--- src/rtl/barcode_pkg.sv ---
// Shared types and constants for the station-ID barcode reader.
package barcode_pkg;

   typedef enum logic [2:0] {
      IDLE,
      START,
      WAIT_FALL,
      SAMPLE_DLY,
      DONE
   } bc_state_t;

   localparam logic [1:0]  ID_PREFIX = 2'b00;
   localparam int unsigned NUM_BITS  = 8;

   // Only IDs carrying the station prefix in their top two bits are accepted.
   function automatic logic prefix_ok(input logic [NUM_BITS-1:0] v);
      return v[NUM_BITS-1 -: 2] == ID_PREFIX;
   endfunction

endpackage

--- src/rtl/sync_edge_det.sv ---
// Two-flop synchronizer for the raw barcode line plus one flop for edge detection.
module sync_edge_det (
   input  logic clk,
   input  logic rst,
   input  logic async_in,
   output logic sync_out,
   output logic fall,
   output logic rise
);

   logic meta_q;
   logic sync_q;
   logic prev_q;

   // The line idles high, so reset to 1 to avoid a spurious fall on release.
   always_ff @(posedge clk) begin
      if (rst) begin
         meta_q <= 1'b1;
         sync_q <= 1'b1;
         prev_q <= 1'b1;
      end else begin
         meta_q <= async_in;
         sync_q <= meta_q;
         prev_q <= sync_q;
      end
   end

   assign sync_out = sync_q;
   assign fall     = prev_q & ~sync_q;
   assign rise     = ~prev_q & sync_q;

endmodule

--- src/rtl/barcode_rdr.sv ---
// Self-timed barcode reader: learns the bit period from the start cell and decodes
// an 8-bit station ID, presented on an ID/ID_vld/clr_ID_vld handshake.
module barcode_rdr #(
   parameter int unsigned CNT_W   = 22,
   parameter int unsigned MIN_LOW = 8
) (
   input  logic       clk,
   input  logic       rst,
   input  logic       BC,
   input  logic       clr_ID_vld,
   output logic [7:0] ID,
   output logic       ID_vld
);

   import barcode_pkg::*;

   localparam int unsigned      BIT_CNT_W = $clog2(NUM_BITS + 1);
   localparam logic [CNT_W-1:0] CNT_MAX   = '1;
   localparam logic [CNT_W-1:0] MIN_LOW_C = CNT_W'(MIN_LOW);
   localparam logic [CNT_W-1:0] CNT_ONE   = CNT_W'(1);

   logic bc_sync;
   logic bc_fall;
   logic bc_rise;

   bc_state_t                state_q,   state_d;
   logic [CNT_W-1:0]         cnt_q,     cnt_d;
   logic [CNT_W-1:0]         tlow_q,    tlow_d;
   logic [BIT_CNT_W-1:0]     bit_cnt_q, bit_cnt_d;
   logic [NUM_BITS-1:0]      shift_q,   shift_d;
   logic [NUM_BITS-1:0]      id_q,      id_d;
   logic                     id_vld_q,  id_vld_d;
   logic                     cnt_sat;

   sync_edge_det u_sync_edge_det (
      .clk      (clk),
      .rst      (rst),
      .async_in (BC),
      .sync_out (bc_sync),
      .fall     (bc_fall),
      .rise     (bc_rise)
   );

   assign cnt_sat = (cnt_q == CNT_MAX);

   always_comb begin
      state_d   = state_q;
      cnt_d     = cnt_q;
      tlow_d    = tlow_q;
      bit_cnt_d = bit_cnt_q;
      shift_d   = shift_q;
      id_d      = id_q;
      id_vld_d  = id_vld_q & ~clr_ID_vld;

      unique case (state_q)
         IDLE: begin
            cnt_d     = '0;
            bit_cnt_d = '0;
            if (bc_fall) begin
               state_d = START;
            end
         end

         START: begin
            if (bc_rise) begin
               cnt_d = '0;
               if (cnt_q < MIN_LOW_C) begin
                  state_d = IDLE;
               end else begin
                  tlow_d  = cnt_q;
                  state_d = WAIT_FALL;
               end
            end else if (cnt_sat) begin
               state_d = IDLE;
            end else begin
               cnt_d = cnt_q + CNT_ONE;
            end
         end

         WAIT_FALL: begin
            if (bc_fall) begin
               cnt_d   = '0;
               state_d = SAMPLE_DLY;
            end else if (cnt_sat) begin
               state_d = IDLE;
            end else begin
               cnt_d = cnt_q + CNT_ONE;
            end
         end

         // Falls are deliberately not looked at here: the line level is all that matters.
         SAMPLE_DLY: begin
            if (cnt_q == tlow_q - CNT_ONE) begin
               shift_d   = {shift_q[NUM_BITS-2:0], bc_sync};
               bit_cnt_d = bit_cnt_q + BIT_CNT_W'(1);
               cnt_d     = '0;
               if (bit_cnt_q == BIT_CNT_W'(NUM_BITS - 1)) begin
                  state_d = DONE;
               end else begin
                  state_d = WAIT_FALL;
               end
            end else begin
               cnt_d = cnt_q + CNT_ONE;
            end
         end

         // A set here overrides a simultaneous clear from dig_core.
         DONE: begin
            if (prefix_ok(shift_q)) begin
               id_d     = shift_q;
               id_vld_d = 1'b1;
            end
            state_d = IDLE;
         end

         default: begin
            state_d = IDLE;
         end
      endcase
   end

   always_ff @(posedge clk) begin
      if (rst) begin
         state_q   <= IDLE;
         cnt_q     <= '0;
         tlow_q    <= '0;
         bit_cnt_q <= '0;
         shift_q   <= '0;
         id_q      <= '0;
         id_vld_q  <= 1'b0;
      end else begin
         state_q   <= state_d;
         cnt_q     <= cnt_d;
         tlow_q    <= tlow_d;
         bit_cnt_q <= bit_cnt_d;
         shift_q   <= shift_d;
         id_q      <= id_d;
         id_vld_q  <= id_vld_d;
      end
   end

   assign ID     = id_q;
   assign ID_vld = id_vld_q;

endmodule

--- config.mk ---
export PLATFORM = sky130hd
export DESIGN_NAME = barcode_rdr
export DESIGN_NICKNAME = d
export VERILOG_FILES = /design/src/rtl/barcode_pkg.sv /design/src/rtl/sync_edge_det.sv /design/src/rtl/barcode_rdr.sv
export SDC_FILE = /design/constraint.sdc
export NUM_CORES = 1
export LEC_CHECK = 0
export ABC_CLOCK_PERIOD_IN_PS = 7200
export CORE_MARGIN = 1.5
export CORE_UTILIZATION = 40
export DETAILED_ROUTE_END_ITERATION = 8
export SETUP_SLACK_MARGIN = 0.3
export SLEW_MARGIN = 20
export SYNTH_ARGS = -nofsm -noshare
export SYNTH_HDL_FRONTEND = slang
export SYNTH_SLANG_ARGS = --single-unit
--- constraint.sdc ---
create_clock -name clk -period 7.2 [get_ports clk]
set_input_delay 1.8 -clock clk [delete_from_list [all_inputs] [get_ports clk]]
set_output_delay 1.8 -clock clk [all_outputs]
set_load 0.02 [all_outputs]
## Word level (Yosys, flattened, before mapping)

Cells that the tools add are included.

- Magnitude comparators: 1
- $add $sub $neg: 3
- Bitwise logic cells: 7
- Muxes and demuxes: 17
- Eq/ne operators: 9
- Reduce and logical (&&, ||, !) cells: 9

Operators with widths:

| cell | number |
|---|---|
| 22-bit two-way mux | 4 |
| 22-bit one-hot mux with 4 select lines | 1 |
| 22-bit by 1-bit adder with 22-bit output, second input constant | 1 |
| 22-bit == test | 1 |
| 22-bit == test, second input constant | 1 |
| 22-bit by 4-bit less-than comparator with 1-bit output, second input constant | 1 |
| 22-bit by 1-bit subtractor with 22-bit output, second input constant | 1 |
| 3-bit two-way mux | 6 |
| 3-bit one-hot mux with 4 select lines | 1 |
| 4-bit one-hot mux with 2 select lines | 1 |
| 2-bit AND reduction | 4 |
| 3-bit by 2-bit == test with 1-bit output, second input constant | 2 |
| 4-bit by 1-bit adder with 4-bit output, second input constant | 1 |
| 4-bit by 3-bit == test with 1-bit output, second input constant | 1 |
| 4-bit two-way mux | 1 |
| 2-bit inequality test, second input constant | 2 |
| 1-bit NOT | 4 |
| 4-bit nonzero test | 1 |
| 1-bit AND | 3 |
| 3-bit by 1-bit == test with 1-bit output, second input constant | 1 |
| 3-bit == test, second input constant | 1 |
| 3-bit logical NOT | 1 |
| 3-bit AND reduction | 1 |
| 2-bit logical NOT | 1 |
| other kinds (3) | 4 |

- Bits in registers: 71

## Longest topological paths before layout

- Word-level depth: 4
- Mapped depth: 12

## Modules after synthesis

A second synthesis with hierarchy kept.

- Cells, all modules: 503
- Area, all modules: 4,141.5 um^2

Modules (own cells, without submodules):

| module | sequential area each (um^2) | cells each | times used | area an instance (um^2) |
|---|---|---|---|---|
| barcode_rdr | 1,361.3 | 495 | 1 | 4,048.9 |
| sync_edge_det | 60.1 | 8 | 1 | 92.6 |

## Worst setup path before layout

Ideal clock, no wire load.

- Kind: input-to-reg
- Start point: input rst
- End point: register cnt_q[10]
- Setup time: 0.074 ns
- Arrival time: 2.769 ns
- Path buffers: 2
- Slack: 4.356 ns
- Stages on the path: 6
- Data required time: 7.126 ns
- Cell sequence: clkbuf_1 > a21o_1 > a41oi_4 > buf_6 > o21ai_1 > a31oi_1

RTL lines:

| element | line | source |
|---|---|---|
| start: declaration | barcode_rdr.sv:8 | `input logic rst,` |
| end signal: assignment | barcode_rdr.sv:133 | `cnt_q <= cnt_d;` |
| end: declaration | barcode_rdr.sv:27 | `logic [CNT_W-1:0] cnt_q, cnt_d;` |

## Worst setup path after layout

- Start point: register tlow_q[0]
- End point: register cnt_q[14]

- Cells in the longest elaborated chain, start to end: 4

RTL lines:

| element | line | source |
|---|---|---|
| start: declaration | barcode_rdr.sv:28 | `logic [CNT_W-1:0] tlow_q, tlow_d;` |
| start signal: assignment | barcode_rdr.sv:134 | `tlow_q <= tlow_d;` |
| 22-bit by 1-bit subtractor with 22-bit output | barcode_rdr.sv:93 | `if (cnt_q == tlow_q - CNT_ONE) begin` |
| 22-bit == test | barcode_rdr.sv:93 |  |
| 22-bit two-way mux | barcode_rdr.sv:93 |  |
| 22-bit one-hot mux with 4 select lines | barcode_rdr.sv:55 | `unique case (state_q)` |

Every way passes these cells.
A chain may end at the register's enable or synchronous reset.

==> key figures <==
Clock network
  • Postcts setup bufs: 0
  • CTS Root Cell: clkbuf_8
  • Num Clock Sinks: 71
  • Clock slew at reported path FFs: 0.08 ns
  • CTS Buf Count: 9
  • CTS max path bufs: 2
  • H-tree depth: 3
  • CTS tree: yes
  • Post_cts resized: 0
  • Worst-Skew Late Latency: 0.36 ns
  • Hold_buf cts: 0

Flow run
  • Max-cap check violation count: 0

Routing
  • WL final: 9.16 mm
  • Final antenna-violating net count: 0
  • Drt first pass iters: 5
  • # DRC: 0
  • Avg WL per Cell: 15.2 microns
  • Vias per cell: 5.63
  • Via count: 3394
  • DR iter-0 viols: 143

STA
  • Post-Route Skew: 0.0114 ns
  • Tmin final: 3.37 ns
  • Slew headroom: 34.0%
  • Final Hold Fails: 0
  • Crit share post-route: 46.9%
  • Setup violators final: 0
  • RSZ-0062 raised after global routing: false
  • Slew Limit Fails: 0
  • Setup TNS: 0 ns
  • Worst-Margin Slew: 0.990 ns
  • Max Freq: 296 MHz

Power
  • Cell Pwr Density: 196 nW/um^2
  • Overall power: 835 uW
  • Peak supply drop: 0.0966 mV
  • Static leakage: 0.00165 uW

Placement
  • Gp weighted congestion: 0.908
  • Buffers on Ports: 12
  • DP HPWL: 6.37 mm

Finish
  • Layout Utilization: 45.5%
  • Diodes inserted: 0
  • Nets: 476
  • Layout cells sized above 1: 7.59%
  • Area delta synth->final: 8.91%

Run status
  • Outcome: finished clean

Worst setup path
  • Path type of the worst setup path: reg -> reg
  • CP max stage delay: 0.76 ns
  • Crit path cell chain: nor4_1 -> o211ai_1 -> a311o_1 -> a311oi_1 -> and4_1 -> a41oi_4 -> a41oi_1 -> a31oi_1
  • Critical Path AT: 3.60 ns
  • Critical Path Sink Type: register
  • Worst EP required: 7.43 ns
  • Slowest-stage cell, CP: nor4_1
  • Startpoint Class: register
  • CP Max Fanout: 27

Hold path
  • Min-delay worst type: reg -> reg

Synth
  • Syn Std Cell Area: 3920 sq um
  • Post-synth EDFFs: 0
  • Synth unique cells: 55
  • Main flop type after synthesis: dfxtp_1
  • Synth Warn #: 0
  • Syn Area/Cell: 8.11 sq um
  • Synth Register Bits: 71
  • Post-Syn Nets: 490
  • Synth Instances: 483
  • Post-synth ARST share: 0%
  • Sequential-to-total area share from yosys stat: 36.3%

Floorplanning
  • Initial Util: 41.8%
  • Die Wd: 102 microns
  • Row count: 35
  • Core area: 9370 sq um
  • Io pins: 13
  • Chip height: 102 microns
  • Die area: 10400 sq um

GRT
  • First-pass GRT wire length: 15.2 mm
  • Largest net degree at the start of global routing: 55
  • Antenna violations before repair: 0
  • GRT Resource Usage Total: 18.6%
  • Overflow after GRT: 0
  • Vias in the first global route: 3100
-- cell usage in the layout (no fill, tap or decap), types with 12 or more instances in the layout --
| cell | netlist | routed |
|---|---|---|
| dfxtp_1 | 71 | 71 |
| nor2_1 | 61 | 61 |
| a21oi_1 | 35 | 35 |
| nand2_1 | 31 | 31 |
| mux2i_1 | 29 | 29 |
| nor3_1 | 20 | 20 |
| nand3_1 | 19 | 19 |
| xnor2_1 | 17 | 17 |
| a31oi_1 | 17 | 17 |
| xor2_1 | 16 | 16 |
| nor4_1 | 14 | 14 |
| inv_1 | 12 | 12 |
-- report_power, final --
group          internal (uW)  total (uW)  switching [uW]  leakage (uW)
Clock                    199         373             174      0.000114
Sequential               397         406            8.70      0.000573
Combinational           19.4        55.9            36.5      0.000968
-- cell type report --
| type | count | area (sq um) |
|---|---|---|
| Clock buffer | 9 | 124 |
| Clock inverter | 7 | 104 |
| Fill cell | 959 | 5100 |
| Inverter | 12 | 45.0 |
| Multi-Input combinational cell | 361 | 2280 |
| Sequential cell | 71 | 1420 |
| Tap cell | 129 | 161 |
| Timing Repair Buffer | 14 | 130 |
-- stage by stage --
step | setup slack [ns] | area, sq um | cells | hold WS (ns)
6_report | 3.83 | 4270 | 603 | 0.417
3_3_place_gp | 3.58 | 4040 | 587 | 0.392
2_1_floorplan | 4.36 | 3920 | 483 | 0.389
3_5_place_dp | 3.50 | 4040 | 587 | 0.399
4_1_cts | 3.81 | 4270 | 603 | 0.420
5_1_grt | 3.50 | 4270 | 603 | 0.454
-- cell families (layout without fill, tap and decap cells) --
group,count (synthesis),after routing,synth area share (%)
simple gates,201,201,26.3
mux,29,29,7.41
compound gates,95,95,16.0
fa+ha+maj,3,3,0.958
xor+xnor,33,33,7.38
buf+inv,51,42,5.68
flops,71,71,36.3
-- cells in the mapped netlist (all sizes together), types with 9 or more instances --
cell type / number / area [sq um]
a21oi: 35 / 175
a31oi: 17 / 106
clkbuf: 33 / 124
dfxtp: 71 / 1420
inv: 12 / 45.0
mux2i: 29 / 290
nand2: 32 / 123
nand3: 19 / 95.1
nand4: 9 / 56.3
nor2: 61 / 229
nor3: 20 / 100
nor4: 16 / 121
xnor2: 17 / 149
xor2: 16 / 140
-- critical path: cells and delay by family (launching register included) --
family,cells,cell delay (ns)
compound gates,6,1.63
flops,1,0.37
simple gates,2,1.24
-- state kept, by name, summed over array words and instances, names as in the netlist --
name,flops
u_sync_edge_det.sync_out,1
tlow_q,22
cnt_q,22
u_sync_edge_det.meta_q,1
ID,8
state_q,3
bit_cnt_q,4
shift_q,8
u_sync_edge_det.prev_q,1
ID_vld,1
-- per-layer routing --
metal | GRT usage [%] | share of wire (%) | vias to the layer above
li1 | - | - | 1698
met1 | 26.2 | 49 | 1616
met2 | 28.1 | 45 | 72
met3 | 3.01 | 4.8 | 8
met4 | 7.69 | 0.91 | 0
met5 | 0 | 0 | -
-- final timing paths --
kind | endpoint | start | slack (ns) | cells past startpoint
worst min-delay path | u_sync_edge_det.sync_out$_SDFF_PP1_ | u_sync_edge_det.meta_q$_SDFF_PP1_ | 0.42 | 1
worst min register to register | u_sync_edge_det.sync_out$_SDFF_PP1_ | u_sync_edge_det.meta_q$_SDFF_PP1_ | 0.42 | 1
worst max-delay path | cnt_q[14]$_SDFFE_PP0P_ | tlow_q[0]$_SDFFE_PP0P_ | 3.83 | 8
worst max register to register | cnt_q[14]$_SDFFE_PP0P_ | tlow_q[0]$_SDFFE_PP0P_ | 3.83 | 8
(Power assumes the default switching activity.)
